### src/rtl/uart_rx_fifo.sv
// uart_rx_fifo: oversampled UART receiver with glitch filter, per-word
// parity/framing/break status and a first-word-fall-through output FIFO.
//
// Stream handshake: a word transfers on every rising clk edge where
// valid && ready. valid stays high while the FIFO holds a word. The head
// word (data/flags) does not change while valid is high and ready is low.
//
// dbg_state exposes the receiver FSM:
//   0 IDLE, 1 START, 2 DATA, 3 PARITY, 4 STOP, 5 BRKWAIT.
// PULSE_WIDTH = CLK_FREQ/BAUD_RATE must be at least 8.
module uart_rx_fifo #(
  parameter int DATA_WIDTH = 8,
  parameter int BAUD_RATE  = 115200,
  parameter int CLK_FREQ   = 100_000_000,
  parameter int PARITY     = 0,
  parameter int STOP_BITS  = 1,
  parameter int FIFO_DEPTH = 16
) (
  input  logic                          clk,
  input  logic                          rstn,
  input  logic                          uart_in,
  input  logic                          ready,
  input  logic                          clr_overrun,
  output logic [DATA_WIDTH-1:0]         data,
  output logic                          parity_err,
  output logic                          frame_err,
  output logic                          break_det,
  output logic                          valid,
  output logic [$clog2(FIFO_DEPTH):0]   level,
  output logic                          overrun,
  output logic [2:0]                    dbg_state
);

  localparam int PULSE_WIDTH = CLK_FREQ / BAUD_RATE;
  localparam int HALF        = PULSE_WIDTH / 2;
  localparam int TW          = $clog2(PULSE_WIDTH);
  localparam int BW          = $clog2(DATA_WIDTH);
  localparam int AW          = $clog2(FIFO_DEPTH);
  localparam int LW          = AW + 1;
  localparam int EW          = DATA_WIDTH + 3;

  localparam logic [TW-1:0] T_FULL   = TW'(PULSE_WIDTH - 1);
  localparam logic [TW-1:0] T_HALF   = TW'(HALF - 1);
  localparam logic [BW-1:0] LAST_BIT = BW'(DATA_WIDTH - 1);
  localparam logic          LAST_STP = 1'(STOP_BITS - 1);
  localparam logic [LW-1:0] FULL_LVL = LW'(FIFO_DEPTH);

  typedef enum logic [2:0] {
    S_IDLE    = 3'd0,
    S_START   = 3'd1,
    S_DATA    = 3'd2,
    S_PARITY  = 3'd3,
    S_STOP    = 3'd4,
    S_BRKWAIT = 3'd5
  } state_t;

  // ---------------------------------------------------------------------
  // Input conditioning
  // ---------------------------------------------------------------------
  logic [1:0] r_sync;
  logic [2:0] r_win;
  logic       r_rx_f;
  logic       r_rx_prev;
  logic       w_maj;
  logic       w_fall;

  assign w_maj  = (r_win[0] & r_win[1]) | (r_win[0] & r_win[2]) | (r_win[1] & r_win[2]);
  assign w_fall = r_rx_prev & ~r_rx_f;

  // Two-flop synchroniser, 3-sample window and registered majority vote.
  always_ff @(posedge clk or negedge rstn) begin
    if (!rstn) begin
      r_sync    <= 2'b11;
      r_win     <= 3'b111;
      r_rx_f    <= 1'b1;
      r_rx_prev <= 1'b1;
    end else begin
      r_sync    <= {r_sync[0], uart_in};
      r_win     <= {r_win[1:0], r_sync[1]};
      r_rx_f    <= w_maj;
      r_rx_prev <= r_rx_f;
    end
  end

  // ---------------------------------------------------------------------
  // Receiver FSM
  // ---------------------------------------------------------------------
  state_t          r_state;
  state_t          w_state_next;
  logic [TW-1:0]   r_tmr;
  logic [BW-1:0]   r_bit_cnt;
  logic            r_stop_cnt;
  logic [DATA_WIDTH-1:0] r_shift;
  logic            r_par_bit;
  logic            r_ferr;
  logic            r_first_stop;
  logic            r_push;
  logic            w_tmr_zero;
  logic            w_ld_half;
  logic            w_ld_full;
  logic            w_clr_frame;
  logic            w_smp_data;
  logic            w_smp_par;
  logic            w_smp_stop;
  logic            w_push_req;

  assign w_tmr_zero = (r_tmr == '0);
  assign dbg_state  = r_state;

  // FSM state register.
  always_ff @(posedge clk or negedge rstn) begin
    if (!rstn) begin
      r_state <= S_IDLE;
    end else begin
      r_state <= w_state_next;
    end
  end

  // Next-state logic and datapath strobes.
  always_comb begin
    w_state_next = r_state;
    w_ld_half    = 1'b0;
    w_ld_full    = 1'b0;
    w_clr_frame  = 1'b0;
    w_smp_data   = 1'b0;
    w_smp_par    = 1'b0;
    w_smp_stop   = 1'b0;
    w_push_req   = 1'b0;
    case (r_state)
      S_IDLE: begin
        if (w_fall) begin
          w_state_next = S_START;
          w_ld_half    = 1'b1;
        end
      end
      S_START: begin
        if (w_tmr_zero) begin
          if (!r_rx_f) begin
            w_state_next = S_DATA;
            w_ld_full    = 1'b1;
            w_clr_frame  = 1'b1;
          end else begin
            // Line went back high before mid start bit: false start.
            w_state_next = S_IDLE;
          end
        end
      end
      S_DATA: begin
        if (w_tmr_zero) begin
          w_smp_data = 1'b1;
          w_ld_full  = 1'b1;
          if (r_bit_cnt == LAST_BIT) begin
            w_state_next = (PARITY != 0) ? S_PARITY : S_STOP;
          end
        end
      end
      S_PARITY: begin
        if (w_tmr_zero) begin
          w_smp_par    = 1'b1;
          w_ld_full    = 1'b1;
          w_state_next = S_STOP;
        end
      end
      S_STOP: begin
        if (w_tmr_zero) begin
          w_smp_stop = 1'b1;
          w_ld_full  = 1'b1;
          if (r_stop_cnt == LAST_STP) begin
            w_push_req   = 1'b1;
            // A low line here means a break or a stuck line; do not treat
            // its continued low level as a new start bit.
            w_state_next = r_rx_f ? S_IDLE : S_BRKWAIT;
          end
        end
      end
      S_BRKWAIT: begin
        if (r_rx_f) begin
          w_state_next = S_IDLE;
        end
      end
      default: begin
        w_state_next = S_IDLE;
      end
    endcase
  end

  // Bit timer, counters, shift register and per-frame status capture.
  always_ff @(posedge clk or negedge rstn) begin
    if (!rstn) begin
      r_tmr        <= '0;
      r_bit_cnt    <= '0;
      r_stop_cnt   <= 1'b0;
      r_shift      <= '0;
      r_par_bit    <= 1'b0;
      r_ferr       <= 1'b0;
      r_first_stop <= 1'b1;
      r_push       <= 1'b0;
    end else begin
      r_push <= w_push_req;
      if (w_ld_half) begin
        r_tmr <= T_HALF;
      end else if (w_ld_full) begin
        r_tmr <= T_FULL;
      end else if (!w_tmr_zero) begin
        r_tmr <= r_tmr - 1'b1;
      end
      if (w_clr_frame) begin
        r_bit_cnt    <= '0;
        r_stop_cnt   <= 1'b0;
        r_shift      <= '0;
        r_par_bit    <= 1'b0;
        r_ferr       <= 1'b0;
        r_first_stop <= 1'b1;
      end
      if (w_smp_data) begin
        r_shift   <= {r_rx_f, r_shift[DATA_WIDTH-1:1]};
        r_bit_cnt <= r_bit_cnt + 1'b1;
      end
      if (w_smp_par) begin
        r_par_bit <= r_rx_f;
      end
      if (w_smp_stop) begin
        r_stop_cnt <= r_stop_cnt + 1'b1;
        if (r_stop_cnt == 1'b0) begin
          r_first_stop <= r_rx_f;
        end
        if (!r_rx_f) begin
          r_ferr <= 1'b1;
        end
      end
    end
  end

  // ---------------------------------------------------------------------
  // Word status, evaluated in the push cycle from the captured frame
  // ---------------------------------------------------------------------
  logic          w_perr;
  logic          w_brk;
  logic          w_xor;
  logic [EW-1:0] w_entry;

  assign w_xor = (^r_shift) ^ r_par_bit;

  // Parity check and break classification.
  always_comb begin
    w_perr = 1'b0;
    w_brk  = (r_shift == '0) && !r_first_stop;
    if (PARITY == 1) begin
      w_perr = w_xor;
      w_brk  = w_brk && !r_par_bit;
    end else if (PARITY == 2) begin
      w_perr = ~w_xor;
      w_brk  = w_brk && !r_par_bit;
    end
  end

  assign w_entry = {w_brk, r_ferr, w_perr, r_shift};

  // ---------------------------------------------------------------------
  // Output FIFO
  // ---------------------------------------------------------------------
  logic [EW-1:0] r_mem [FIFO_DEPTH];
  logic [AW-1:0] r_wr_ptr;
  logic [AW-1:0] r_rd_ptr;
  logic [LW-1:0] r_count;
  logic [EW-1:0] r_last;
  logic          r_ovr;
  logic          w_empty;
  logic          w_full;
  logic          w_pop;
  logic          w_wr;
  logic          w_drop;
  logic [EW-1:0] w_head;

  assign w_empty = (r_count == '0);
  assign w_full  = (r_count == FULL_LVL);
  assign w_pop   = !w_empty && ready;
  assign w_wr    = r_push && (!w_full || w_pop);
  assign w_drop  = r_push && w_full && !w_pop;

  // Storage array; entries are only read while the FIFO is non-empty.
  always_ff @(posedge clk) begin
    if (w_wr) begin
      r_mem[r_wr_ptr] <= w_entry;
    end
  end

  // Pointers, occupancy and the last word handed to the consumer.
  always_ff @(posedge clk or negedge rstn) begin
    if (!rstn) begin
      r_wr_ptr <= '0;
      r_rd_ptr <= '0;
      r_count  <= '0;
      r_last   <= '0;
    end else begin
      if (w_wr) begin
        r_wr_ptr <= r_wr_ptr + 1'b1;
      end
      if (w_pop) begin
        r_rd_ptr <= r_rd_ptr + 1'b1;
        r_last   <= r_mem[r_rd_ptr];
      end
      if (w_wr && !w_pop) begin
        r_count <= r_count + 1'b1;
      end else if (!w_wr && w_pop) begin
        r_count <= r_count - 1'b1;
      end
    end
  end

  // Sticky overrun; a new drop wins over a simultaneous clear.
  always_ff @(posedge clk or negedge rstn) begin
    if (!rstn) begin
      r_ovr <= 1'b0;
    end else if (w_drop) begin
      r_ovr <= 1'b1;
    end else if (clr_overrun) begin
      r_ovr <= 1'b0;
    end
  end

  // When empty, present the last popped word so outputs never go X.
  assign w_head     = w_empty ? r_last : r_mem[r_rd_ptr];
  assign data       = w_head[DATA_WIDTH-1:0];
  assign parity_err = w_head[DATA_WIDTH];
  assign frame_err  = w_head[DATA_WIDTH+1];
  assign break_det  = w_head[DATA_WIDTH+2];
  assign valid      = !w_empty;
  assign level      = r_count;
  assign overrun    = r_ovr;

endmodule

### config.mk
export PLATFORM = sky130hd
export DESIGN_NAME = uart_rx_fifo
export DESIGN_NICKNAME = d
export VERILOG_FILES = /design/src/rtl/uart_rx_fifo.sv
export SDC_FILE = /design/constraint.sdc
export NUM_CORES = 1
export LEC_CHECK = 0
export CAP_MARGIN = 20
export CORE_ASPECT_RATIO = 1.5
export CORE_UTILIZATION = 40
export CTS_CLUSTER_SIZE = 20
export DETAILED_ROUTE_END_ITERATION = 10
export PLACE_DENSITY = 0.57
export SLEW_MARGIN = 20
export SYNTH_ARGS = -nofsm -noshare
export SYNTH_HDL_FRONTEND = slang
export SYNTH_SLANG_ARGS = --single-unit
### constraint.sdc
create_clock -name clk -period 3.2 [get_ports clk]
set_clock_uncertainty 0.05 [all_clocks]
set_input_delay 0.32 -clock clk [delete_from_list [all_inputs] [get_ports clk]]
set_output_delay 0.32 -clock clk [all_outputs]
set_load 0.01 [all_outputs]
==> metrics.md <==
| Metric | Value |
|---|---|
| Syn. warnings | 0 |
| Initial antenna violation count | 0 |
| ANT cells | 0 |
| Top cells by count, synth | 160 x edfxtp_1, 51 x dfrtp_1, 44 x nand2_1 |
| Clock Path Buffers | 3 |
| DRC | 0 |
| Setup_tns | 0 ns |
| Gate power share | approximately 29% |
| I/O pin count | 26 |
| Psw | 2500 µW |
| Async set-reset flop share out of synthesis | between 20% and 30% |
| Adder-Cell Fraction of Synth Area | 2.25% |
| Cell Rows | 67 |
| Largest family of logic cells by synthesized area | multiplexers |
| Layout area overhead | 17.0% |
| Post-synthesis mux area share | roughly an eighth |
| XOR/XNOR Fraction of Synth Area | ~1.4% |
| Clock tree sinks | about 220 |
| Die Height | 187 µm |
| Mean Syn Cell Area | approximately 16 µm² |
| Minimum clock period | 3.12 ns |
| Multi-input gate area | around 2600 µm² |
| Top FF cell, synth | edfxtp_1 |
| Post-synth EDFFs | 160 |
| Total wire length | about 19 mm |
| Worst setup path category | reg2out |
| Synthesized Nets | between 500 and 600 |
| Dpl hpwl | between 10 and 15 mm |
| TritonRoute pass-1 iters | 6 |
| Crit. End Element | output port |
| GR Util All Layers | around 16% |
| Sw Ratio | approximately 29% |
| GRT overflow | 0 |
| Period utilization | ~98% |
| PD cells | 808 nW/µm² |
| Post-place instance area | 9750 µm² |
| Routed Antenna Nets | 0 |
| Clock Power Share | between 30 and 40% |
| Crit path DAT | about 2.8 ns |
| # setup viols final | 0 |
| Nets | between 600 and 700 |
| Inst Count DP | approximately 860 |
| Sequential area share after synthesis | slightly below 70% |
| IO Port Bufs | 24 |
| Yosys cell types | 55 |
| Cell Area, Synth | between 9000 and 10000 µm² |
| Maximum VDD drop | 0.408 mV |
| Post-synthesis register bit count | 219 |
| Cts bufs inserted | 23 |
| First-pass GRT wire length | just under 30 mm |
| TritonCTS clock tree | built |
| Simple-Gate Fraction of Synth Area | 6.34% |
| Routed len/inst | 20.6 µm |
| Share of cells above drive strength 1 | approximately 24% |
| Clk pin slew, worst setup/hold paths | ~0.060 ns |
| Worst slew pin tran | approximately 0.73 ns |
| Dominant cell by count in the synthesized netlist | edfxtp_1 |
| Min-delay worst type | in2reg |
| DRT iter0 DRCs | around 290 |
| Gpl congestion | 0.776 |
| Max cap viols | 0 |
| Core Area | 22300 µm² |
| Area share of the largest cell type after synthesis | between 50% and 60% |
| FMAX | between 0.3 and 0.4 GHz |
| Internal power | ~6100 µW |
| Routed vias/inst | between 5 and 6 |
| Starting density of the core | 40.8% |
| Filler instances | roughly 1900 |
| Synth Area in Compound Gates | 5.44% |
| Worst-path fanout max | 10 |
| Worst skew pair latency | roughly 0.50 ns |
| Seq pwr share | roughly two fifths |
| Post-route cell area | about 11000 µm² |
| Die ar. | ~23000 µm² |
| Lkg Pwr | about 0.0038 µW |
| Register area | around 6300 µm² |
| Yosys top cell by area | edfxtp_1 |
| Syn Inst Count | 561 |
| Pins Over Slew Limit | 0 |
| Area contributors post-synth | edfxtp_1 53%, dfrtp_1 14%, mux4_2 8.9% |
| Die X | 125 µm |
| Largest net degree at the start of global routing | 38 |
| Vias in the first global route | 5155 |
| Critical Path Source Type | flip-flop |
| Total number of vias | roughly 5000 |
| CTS Root Cell | clkbuf_16 |
| CP required | around 2.8 ns |
| Non-Filler Instances | ~900 |
| Number of hold violations in the final report | 0 |
| H-tree levels | 1 |
| Slew HR | about half |
| Result of the run | completed |
| Unrepaired setup endpoints after global routing | true |
[per-layer routing]
layer / GRT usage [%] / up-vias / wire length [µm]
li1: - / 2237 / -
met1: 19.4 / 2509 / 7390
met2: 30.6 / 82 / 10300
met3: 2.04 / 34 / 479
met4: 5.82 / 0 / 489
met5: 0 / - / 0
[cell usage in the layout (no fill, tap or decap), types with 3 or more instances in the layout]
cell type,n
clkbuf_8,4
a21oi_1,19
ha_1,14
nand3_1,4
buf_12,5
nor3_1,11
nand2_1,44
dfrtp_1,49
clkbuf_1,3
edfxtp_1,160
nor2_1,29
mux2_2,14
clkinv_2,5
mux2i_1,12
nand2b_1,7
nor2b_1,3
a22o_1,10
inv_1,12
dfstp_2,8
nor4_1,3
o21ai_2,4
o21ai_1,19
o31ai_1,4
clkdlybuf4s50_1,21
xnor2_1,13
buf_4,27
o21ai_0,9
mux4_2,36
and2_1,3
clkbuf_16,24
[logic make-up (layout without fill, tap and decap cells)]
logic type	after synthesis	after routing
DFF	219	219
muxes	67	67
adders and majority gates	16	16
AOI/OAI and AO/OA	79	79
xor gates and xnor gates	15	15
other	1	1
and+or+nand+nor	119	119
buffers and inverters	45	113
[power by group through the flow]
| stage | Sequential, µW | Combinational [µW] | Clock (µW) |
|---|---|---|---|
| after floorplan | 3410 | 1660 | 0 |
| after global placement | 3520 | 2300 | 0 |
| after detailed placement | 3530 | 2340 | 0 |
| after CTS | 3460 | 2430 | 2700 |
| after global routing | 3510 | 2710 | 2800 |
| final | 3470 | 2500 | 2640 |
[final timing paths]
check	start	endpoint	slack [ns]	depth (start not counted)
setup / recovery	r_rd_ptr[2]	data[1]	0.08	7
min in group asynchronous	rstn	r_tmr[8]	0.36	2
setup reg to reg	level[1]	level[4]	0.31	11
max in group asynchronous	rstn	r_rd_ptr[2]	1.79	3
hold reg to reg	r_sync[1]	r_win[0]	0.30	0
hold / removal	uart_in	r_sync[0]	0.18	1
[metrics by stage]
| step | utilization (%) | setup slack [ns] | hold slack (ns) | total power, µW |
|---|---|---|---|---|
| after floorplan | - | 0.369 | -0.0256 | 5070 |
| after global placement | 43.7 | 0.363 | 0.296 | 5810 |
| after detailed placement | 43.7 | 0.309 | 0.297 | 5870 |
| after CTS | 47.4 | 0.0132 | 0.163 | 8590 |
| after global routing | 47.8 | -0.00553 | 0.161 | 9020 |
| final | 47.8 | 0.0789 | 0.178 | 8610 |
[registers in the layout, indices dropped and copies added, names as in the netlist, 2 cells and up]
name / cells
r_wr_ptr: 4
r_tmr: 10
r_bit_cnt: 3
r_win: 3
r_rd_ptr: 4
r_sync: 2
dbg_state: 3
r_last: 10
r_shift: 8
level: 5
r_mem: 160
[worst max-delay path, cell delays in order (launching register included)]
cell and delay, ns:
dfrtp_4 0.53, buf_12 0.19, mux4_2 0.51, mux2i_1 0.23
nand2_1 0.11, o21ai_2 0.09, o21ai_0 0.10, clkdlybuf4s50_1 0.48
[final cells by class]
type	instances	share of cell area, %
sequential	219	59.1
multi-input combinational	297	24.6
clock buffer	30	6.03
timing repair buffer	59	5.53
tap	276	3.24
clock inverter	11	1.06
inverter	13	0.458
[timing repair]
item	in CTS	in global routing
cloned	0	1
setup endpoints to repair	10	6
endpoints found under the hold margin	25	0
gates resized for setup	5	11
setup buffers	2	1
hold buffers	1	0
(Power assumes the default switching activity.)
